## src/rtl/wb_stage_if.sv

```systemverilog
`default_nettype none
// ============================================================================
//  Module      : wb_stage_if
//  Description : MEM-to-WB bundle and register-file write / forwarding port
//                for the writeback stage.
//  Revision    : 1.0  initial release
// ============================================================================
interface wb_stage_if #(
   parameter int DATA_W  = 32,
   parameter int REG_AW  = 5,
   parameter int NUM_SRC = 4,
   parameter int SEL_W   = (NUM_SRC > 1) ? $clog2(NUM_SRC) : 1,
   parameter int LANE_W  = $clog2(DATA_W / 8)
);
   // MEM stage -> WB stage
   logic                      m_valid;
   logic                      m_wreg;
   logic [REG_AW-1:0]         m_rd;
   logic [SEL_W-1:0]          m_sel;
   logic [NUM_SRC*DATA_W-1:0] m_src;
   logic [1:0]                m_ld_size;
   logic                      m_ld_uns;
   logic [LANE_W-1:0]         m_addr_lo;
   logic                      wb_stall;
   logic                      wb_flush;
   // WB stage -> register file / forwarding bus / status
   logic                      rf_we;
   logic [REG_AW-1:0]         rf_wa;
   logic [DATA_W-1:0]         rf_wd;
   logic                      w_valid;
   logic                      err;
   logic [31:0]               retired;

   modport master (
      output m_valid, m_wreg, m_rd, m_sel, m_src, m_ld_size, m_ld_uns,
             m_addr_lo, wb_stall, wb_flush,
      input  rf_we, rf_wa, rf_wd, w_valid, err, retired
   );

   modport slave (
      input  m_valid, m_wreg, m_rd, m_sel, m_src, m_ld_size, m_ld_uns,
             m_addr_lo, wb_stall, wb_flush,
      output rf_we, rf_wa, rf_wd, w_valid, err, retired
   );
endinterface
`default_nettype wire

```

## src/rtl/wb_stage.sv

```systemverilog
`default_nettype none
// ============================================================================
//  Module      : wb_stage
//  Description : MEM/WB pipeline register, N-source writeback select, load
//                lane extraction with sign/zero extension, single-fire
//                register-file write, sticky error flag and retire counter.
//  Revision    : 1.0  initial release
// ============================================================================
module wb_stage #(
   parameter int DATA_W  = 32,
   parameter int REG_AW  = 5,
   parameter int NUM_SRC = 4,
   parameter int SEL_W   = (NUM_SRC > 1) ? $clog2(NUM_SRC) : 1,
   parameter int LANE_W  = $clog2(DATA_W / 8)
) (
   input  wire logic clk,
   input  wire logic rst_n,
   wb_stage_if.slave bus
);

   localparam logic [SEL_W-1:0] c_SEL_LOAD = SEL_W'(1);

   // WB pipeline register
   logic                r_valid;
   logic                r_wreg;
   logic [REG_AW-1:0]   r_rd;
   logic [SEL_W-1:0]    r_sel;
   logic                r_bad;
   logic [DATA_W-1:0]   r_word;
   logic [1:0]          r_ld_size;
   logic                r_ld_uns;
   logic [LANE_W-1:0]   r_addr_lo;
   logic                r_fired;
   logic                r_err;
   logic [31:0]         r_retired;

   logic [31:0]         w_sel_ext;
   logic                w_sel_bad;
   logic [DATA_W-1:0]   w_src_word;
   logic                w_first;
   logic                w_is_load;
   logic                w_misal;
   logic [DATA_W-1:0]   w_shift_b;
   logic [DATA_W-1:0]   w_shift_h;
   logic [DATA_W-1:0]   w_wd;

   assign w_sel_ext = 32'(bus.m_sel);
   assign w_sel_bad = (w_sel_ext >= 32'(NUM_SRC));

   // Pick the addressed source word; an out-of-range index yields zero
   always_comb begin
      w_src_word = '0;
      for (int i = 0; i < NUM_SRC; i++) begin
         if (w_sel_ext == 32'(i)) begin
            w_src_word = bus.m_src[i*DATA_W +: DATA_W];
         end
      end
   end

   // A resident instruction gets exactly one "first" cycle; stall afterwards only holds it
   assign w_first   = r_valid & ~r_fired;
   assign w_is_load = (r_sel == c_SEL_LOAD);
   assign w_misal   = w_is_load &
                      (((r_ld_size == 2'b01) & r_addr_lo[0]) |
                       (r_ld_size[1] & (r_addr_lo != '0)));

   assign w_shift_b = r_word >> {r_addr_lo, 3'b000};
   assign w_shift_h = r_word >> {r_addr_lo[LANE_W-1:1], 4'b0000};

   // Load lane extraction; non-load sources pass straight through
   always_comb begin
      w_wd = r_word;
      if (w_is_load) begin
         case (r_ld_size)
            2'b00:   w_wd = {{(DATA_W-8){w_shift_b[7] & ~r_ld_uns}}, w_shift_b[7:0]};
            2'b01:   w_wd = {{(DATA_W-16){w_shift_h[15] & ~r_ld_uns}}, w_shift_h[15:0]};
            default: w_wd = r_word;
         endcase
      end
   end

   // WB register: reset > flush > stall (hold, mark fired) > capture
   always_ff @(posedge clk) begin
      if (!rst_n) begin
         r_valid   <= 1'b0;
         r_wreg    <= 1'b0;
         r_rd      <= '0;
         r_sel     <= '0;
         r_bad     <= 1'b0;
         r_word    <= '0;
         r_ld_size <= 2'b00;
         r_ld_uns  <= 1'b0;
         r_addr_lo <= '0;
         r_fired   <= 1'b0;
      end else if (bus.wb_flush) begin
         r_valid   <= 1'b0;
         r_fired   <= 1'b0;
      end else if (bus.wb_stall) begin
         r_fired   <= r_fired | r_valid;
      end else begin
         r_valid   <= bus.m_valid;
         r_wreg    <= bus.m_wreg;
         r_rd      <= bus.m_rd;
         r_sel     <= bus.m_sel;
         r_bad     <= w_sel_bad;
         r_word    <= w_src_word;
         r_ld_size <= bus.m_ld_size;
         r_ld_uns  <= bus.m_ld_uns;
         r_addr_lo <= bus.m_addr_lo;
         r_fired   <= 1'b0;
      end
   end

   // Sticky error: bad source index or misaligned load seen when the instruction fires
   always_ff @(posedge clk) begin
      if (!rst_n) begin
         r_err <= 1'b0;
      end else if (w_first & (r_bad | w_misal)) begin
         r_err <= 1'b1;
      end
   end

   // Retire counter advances once per resident instruction, wrapping naturally
   always_ff @(posedge clk) begin
      if (!rst_n) begin
         r_retired <= '0;
      end else if (w_first) begin
         r_retired <= r_retired + 32'd1;
      end
   end

   assign bus.rf_we   = w_first & r_wreg & (r_rd != '0) & ~w_misal;
   assign bus.rf_wa   = r_rd;
   assign bus.rf_wd   = w_wd;
   assign bus.w_valid = r_valid;
   assign bus.err     = r_err;
   assign bus.retired = r_retired;

endmodule
`default_nettype wire
```

## src/flat_wrapper.sv

```systemverilog
// flat-port wrapper written by rule: the top's interface ports become plain ports
module wb_stage_flat 
#(
   parameter int DATA_W  = 32,
   parameter int REG_AW  = 5,
   parameter int NUM_SRC = 4,
   parameter int SEL_W   = (NUM_SRC > 1) ? $clog2(NUM_SRC) : 1,
   parameter int LANE_W  = $clog2(DATA_W / 8)
)
  (clk, rst_n, bus_m_valid, bus_m_wreg, bus_m_rd, bus_m_sel, bus_m_src, bus_m_ld_size, bus_m_ld_uns, bus_m_addr_lo, bus_wb_stall, bus_wb_flush, bus_rf_we, bus_rf_wa, bus_rf_wd, bus_w_valid, bus_err, bus_retired);
  wb_stage_if #(.DATA_W(DATA_W), .REG_AW(REG_AW), .NUM_SRC(NUM_SRC), .SEL_W(SEL_W), .LANE_W(LANE_W)) bus_i ();
  input  wire logic clk;
  input  wire logic rst_n;
  input wire logic [$bits(bus_i.m_valid)-1:0] bus_m_valid;
  input wire logic [$bits(bus_i.m_wreg)-1:0] bus_m_wreg;
  input wire logic [$bits(bus_i.m_rd)-1:0] bus_m_rd;
  input wire logic [$bits(bus_i.m_sel)-1:0] bus_m_sel;
  input wire logic [$bits(bus_i.m_src)-1:0] bus_m_src;
  input wire logic [$bits(bus_i.m_ld_size)-1:0] bus_m_ld_size;
  input wire logic [$bits(bus_i.m_ld_uns)-1:0] bus_m_ld_uns;
  input wire logic [$bits(bus_i.m_addr_lo)-1:0] bus_m_addr_lo;
  input wire logic [$bits(bus_i.wb_stall)-1:0] bus_wb_stall;
  input wire logic [$bits(bus_i.wb_flush)-1:0] bus_wb_flush;
  output wire logic [$bits(bus_i.rf_we)-1:0] bus_rf_we;
  output wire logic [$bits(bus_i.rf_wa)-1:0] bus_rf_wa;
  output wire logic [$bits(bus_i.rf_wd)-1:0] bus_rf_wd;
  output wire logic [$bits(bus_i.w_valid)-1:0] bus_w_valid;
  output wire logic [$bits(bus_i.err)-1:0] bus_err;
  output wire logic [$bits(bus_i.retired)-1:0] bus_retired;
  assign bus_i.m_valid = bus_m_valid;
  assign bus_i.m_wreg = bus_m_wreg;
  assign bus_i.m_rd = bus_m_rd;
  assign bus_i.m_sel = bus_m_sel;
  assign bus_i.m_src = bus_m_src;
  assign bus_i.m_ld_size = bus_m_ld_size;
  assign bus_i.m_ld_uns = bus_m_ld_uns;
  assign bus_i.m_addr_lo = bus_m_addr_lo;
  assign bus_i.wb_stall = bus_wb_stall;
  assign bus_i.wb_flush = bus_wb_flush;
  assign bus_rf_we = bus_i.rf_we;
  assign bus_rf_wa = bus_i.rf_wa;
  assign bus_rf_wd = bus_i.rf_wd;
  assign bus_w_valid = bus_i.w_valid;
  assign bus_err = bus_i.err;
  assign bus_retired = bus_i.retired;
  wb_stage #(.DATA_W(DATA_W), .REG_AW(REG_AW), .NUM_SRC(NUM_SRC), .SEL_W(SEL_W), .LANE_W(LANE_W)) u_core (.clk(clk), .rst_n(rst_n), .bus(bus_i));
endmodule
```

## config.mk

```make
export PLATFORM = sky130hd
export DESIGN_NAME = wb_stage_flat
export DESIGN_NICKNAME = d
export VERILOG_FILES = /design/src/rtl/wb_stage_if.sv /design/src/rtl/wb_stage.sv /design/src/flat_wrapper.sv
export SDC_FILE = /design/constraint.sdc
export NUM_CORES = 1
export LEC_CHECK = 0
export CAP_MARGIN = 20
export CORE_MARGIN = 3
export CORE_UTILIZATION = 45
export CTS_BUF_LIST = sky130_fd_sc_hd__clkbuf_4 sky130_fd_sc_hd__clkbuf_8 sky130_fd_sc_hd__clkbuf_16
export DETAILED_ROUTE_END_ITERATION = 7
export PLACE_DENSITY = 0.87
export SYNTH_ARGS = -nofsm -noshare
export SYNTH_HDL_FRONTEND = slang
export SYNTH_SLANG_ARGS = --single-unit
```

## constraint.sdc

```tcl
create_clock -name clk -period 3 [get_ports clk]
set_clock_uncertainty 0.1 [all_clocks]
set_input_delay 0.6 -clock clk [delete_from_list [all_inputs] [get_ports clk]]
set_output_delay 0.6 -clock clk [all_outputs]
set_load 0.03 [all_outputs]
```

Yosys cells after proc, flatten, opt, wreduce, memory -nomap -nowiden
Index checks and enable logic that the tools add are counted.
- register bits: 81
- bits of input ports: 146
- output and inout port bits: 72
- logic and storage cells: 53
- $add $sub $neg: 1
- $lt $le $gt $ge: 1
- equal/unequal tests: 5
- shift operators: 2
- multiplexer cells: 6
- bitwise gates (word level): 19
- reduce and logical (&&, ||, !) cells: 7
- operators by type and width (kind ; count):
    $mux W32 ; 5
    $pmux W32 S2 ; 1
    $add A32 B1 Y32 const B ; 1
    $logic_not A32 Y1 ; 1
    $shr A32 B5 Y16 ; 1
    $shr A32 B5 Y8 ; 1
    $and A1 B1 Y1 ; 10
    $eq A2 B1 Y1 const B ; 3
    $not A1 Y1 ; 6
    $reduce_bool A5 Y1 ; 1
    $eq A2 B2 Y1 const B ; 2
    $ge A2 B3 Y1 const B ; 1
    $or A1 B1 Y1 ; 3
    $reduce_or A3 Y1 ; 1
    $logic_not A2 Y1 ; 1
    $reduce_and A2 Y1 ; 1
    $reduce_bool A2 Y1 ; 1
    $reduce_or A2 Y1 ; 1

Depth between registers and ports, before layout
- depth in word-level cells: 6
- mapped depth: 6

Worst setup path before layout
Ideal clock, no wire load.
- kind: reg-to-output
- start: register u_core.r_ld_size[1]
- end: output port bus_rf_wd[7]
- arrival: 1879 ps
- required time: 2300 ps
- setup slack: 421 ps
- cell stages (with the launch flop): 5
- path buffers: 2
- cell sequence: dfxtp_1 > or3b_1 > clkbuf_1 > clkbuf_1 > o21ai_0
- word-level cells in the longest chain between the ends: 3
- elaborated cells on any way between the ends: 4
- classes of those cells: 1 x eq/ne; 2 x mux; 1 x reduce/logical
- ends and longest elaborated chain (element ; line ; text):
    start, declared ; wb_stage.sv:30 ; logic [1:0] r_ld_size;
    start signal, assigned ; wb_stage.sv:107 ; r_ld_size <= bus.m_ld_size;
    $eq A2 B1 Y1 or $logic_not A2 Y1 (tied branches) ; wb_stage.sv:74 ; case (r_ld_size)
    $pmux W32 S2 * ; wb_stage.sv:74 ;
    $mux W32 * ; wb_stage.sv:73 ; if (w_is_load) begin
    end, declared ; flat_wrapper.sv:26 ; output wire logic [$bits(bus_i.rf_wd)-1:0] bus_rf_wd;
Every way passes the cells marked *; elsewhere a longest branch is shown, timed or not.

Worst setup path in the final report
- start: register u_core.r_addr_lo[1]
- end: output port bus_rf_wd[20]
- word-level cells in the longest chain between the ends: 4
- elaborated cells on any way between the ends: 6
- classes of those cells: 2 x shift; 2 x mux; 2 x bitwise
- ends and longest elaborated chain (element ; line ; text):
    start, declared ; wb_stage.sv:32 ; logic [LANE_W-1:0] r_addr_lo;
    start signal, assigned ; wb_stage.sv:109 ; r_addr_lo <= bus.m_addr_lo;
    $shr A32 B5 Y16 or $shr A32 B5 Y8 (tied branches) ; wb_stage.sv:68, wb_stage.sv:67 ;
    $and A1 B1 Y1 (on tied branches) ; wb_stage.sv:76, wb_stage.sv:75 ;
    $pmux W32 S2 * ; wb_stage.sv:74 ;
    $mux W32 * ; wb_stage.sv:73 ;
Marks and branches as above.

==> impl_results.md <==
* Met2 Use GR at between 40% and 50%
* Io pins at ~220
* Outcome: finished clean
* Worst path cell trace: buf_4, mux2_4, nor2_1, a2111oi_4, buf_4, a21o_1, buf_4
* Yosys top cell area share at between 30% and 40%
* Gpl congestion at about 0.87
* Initial antenna violation count at 0
* ANT cells at 0
* Worst hold path type: flip-flop to flip-flop
* DRT Pass-1 Iters at 5
* GR Util met1 at approximately 27%
* Mapped Cells at just over 500
* DP HPWL at between 10 and 15 mm
* Worst-path clk slew at around 80 ps
* Power Density at 372 nW/um^2
* CP peak stage delay at between 400 and 500 ps
* Synth Register Bits at 80
* Initial DRC Count at just under 300
* H-Tree Depth at 3
* Fill cell count at 768
* Die Span Y at 107 um
* Share of cells above drive strength 1 at between 10% and 20%
* Vias per cell at approximately 5.7
* Critical path's top delay family: buffers and inverters
* Cell area after synthesis at between 4000 and 5000 um^2
* CP Class: flip-flop to primary output
* Number of synthesized flops with an enable pin at 0
* Worst-margin pin slew at ~680 ps
* Most frequent cells in the layout: clkdlybuf4s50_1, nand2_1, dfxtp_1, a21oi_1, nor2_1
* GR Overflow Total at 0
* Setup violations, final at 0
* Critical Path Slowest Stage Cell: dfxtp_1
* Post-synth top area cell: dfxtp_1
* Leading cell type in the layout, fill and taps excluded: clkdlybuf4s50_1
* Vias in the first global route at between 4000 and 5000
* Syn nets at 665
* Global route hottest layer: met2
* I/O Buffers at roughly 220
* Pint at just under 2 mW
* Element type at the critical path end: primary output
* Vias after detailed routing at 4847
* Ys async rst share at 0%
* Distinct cell type count after synthesis at 51
* Met3 GRT Util at 3.73%
* Max Freq at about 350 MHz
* RSZ-0062 raised after global routing: false
* Die area at between 10000 and 15000 um^2
* Largest fanout on the critical path at 16
* Avg WL per Cell at 17.2 um
* CTS Root Cell: clkbuf_8
* First-pass GRT wire length at about 23 mm
* Clk pwr share at between 30% and 40%
* Min Tclk post-route at between 2000 and 3000 ps
* CTS tree: yes
* Max-slew violation count at 0
* Setup TNS at 0 ps
* Comb pwr share at between 20% and 30%
* Top cells by area, synth: dfxtp_1, mux4_2, nand2_1, a21oi_1, nor2_1
* Leakage at between 2 and 3 nW
* Critical path required time at ~2300 ps
* Dominant synthesized flop cell: dfxtp_1
* Final Hold Slack at ~360 ps
* Row cnt at 36
* All-Layer GR Usage at around a quarter
* Worst path arrival time at 2200 ps
* Worst-Skew Late Latency at approximately 350 ps
* Final hold vios at 0
* Synth warn at 0
* Switching power at roughly 710 uW
* Syn avg cell area at between 8 and 9 um^2
* Final routed DRC violation total at 0
* VDD IR max at ~0.27 mV
* Antenna Nets Post-Route at 0
* Core area at just under 10000 um^2
* Initial Util at 46.7%
* Routed Wire Length at ~15 mm
* Setup crit start kind: flip-flop
* Largest net degree at the start of global routing at slightly below 50
* Slew headroom at around 55%
* Total of max-cap violations at 0
* Most numerous cell on the critical path: buf_4
* Nets at around 870
* Die W at 107 um
* # clock sinks at 80
* Clk buf depth at 2
* CP bufs+invs at 3
* CTS buffer count at 9
* Switching share of total power at about 27%
* Register area share after synthesis at 34.9%
* Cts hold-fix bufs at 0
* Seq pwr share at ~43%
* P&R area growth vs syn at 53.9%
* Tcrit/Tclk final at roughly 97%
==> synthesized netlist by cell type (2+ instances only) <==
master and instances:
o22ai_1 7, or3_1 2, a21oi_1 76, o31ai_1 11, o311ai_0 4, and4_1 4
mux2_2 7, nand2_1 109, and2_1 2, nand3_1 11, mux4_2 33, o41ai_1 4
mux2i_1 4, clkbuf_1 26, o21ai_0 5, or4_1 12, dfxtp_1 80, nand2b_1 7
buf_2 8, inv_1 5, nand2_2 2, a21o_1 16, nor2_1 35, buf_4 3
xnor2_1 2, nand4_1 8, nand4_4 2, xor2_1 10
==> per-stage QoR <==
stage | instances | utilization, % | power (mW) | worst slack, ps | instance area (um^2)
finish | 857 | 71.9 | 2.63 | 104 | 7060
global placement | 841 | 69.6 | 1.75 | 295 | 6830
global route | 857 | 71.9 | 2.73 | 9.20 | 7060
floorplan | 518 | - | 1.44 | 421 | 4590
CTS | 857 | 71.9 | 2.64 | 0.654 | 7060
detailed placement | 841 | 69.6 | 1.76 | 240 | 6830
==> power by group through the flow <==
stage          logic [mW]  clock network (mW)  registers, mW
4_1_cts             0.610               0.909           1.12
3_5_place_dp        0.615                   0           1.15
2_1_floorplan       0.296                   0           1.15
5_1_grt             0.646               0.954           1.13
6_report            0.607               0.895           1.13
3_3_place_gp        0.602                   0           1.15
==> registers in the layout, indices dropped and copies added, names as in the netlist, 2 cells and up <==
name	cells
u_core.bus.retired	32
u_core.bus.rf_wa	5
u_core.r_addr_lo	2
u_core.r_ld_size	2
u_core.r_sel	2
u_core.r_word	32
==> final cells by class <==
| cell class | instances | area [um^2] | share of cell area [%] |
|---|---|---|---|
| multi-input combinational | 394 | 2810 | 39.7 |
| inverter | 5 | 18.8 | 0.266 |
| clock inverter | 6 | 92.6 | 1.31 |
| timing repair buffer | 229 | 2240 | 31.8 |
| clock buffer | 10 | 131 | 1.86 |
| sequential | 80 | 1600 | 22.7 |
| tap | 133 | 166 | 2.36 |
==> routing by layer <==
layer | vias up | share of wire (%)
met3 | 33 | 5.4
met1 | 2316 | 36
li1 | 2296 | -
met4 | 0 | 3.0
met5 | - | 0
met2 | 202 | 56
==> worst paths after layout <==
kind	startpoint	endpoint	slack, ps	cells after the start
setup / recovery	u_core.r_addr_lo[1]	bus_rf_wd[20]	100	7
hold reg to reg	u_core.r_wreg	u_core.r_wreg	360	2
hold / removal	u_core.r_wreg	u_core.r_wreg	360	2
setup reg to reg	u_core.bus.retired[14]	u_core.bus.retired[21]	940	4
==> timing repair <==
action                                  CTS  global route
endpoints found under the hold margin     0             0
gates resized for setup                   9             1
buffers inserted                          0             0
endpoints found under the setup margin    8             1
==> worst min-delay path, stage by stage (launching register included) <==
cell and delay (ps):
dfxtp_1 320, nand2_1 50, a21oi_1 50
==> cells by family after synthesis <==
logic type	share of synthesized area, %
muxes	19.1
adders and majority gates	0.273
xor gates and xnor gates	2.29
buffers and inverters	4.23
DFF	34.9
AOI/OAI and AO/OA	17.1
and+or+nand+nor	22.1
(Power assumes the default switching activity.)
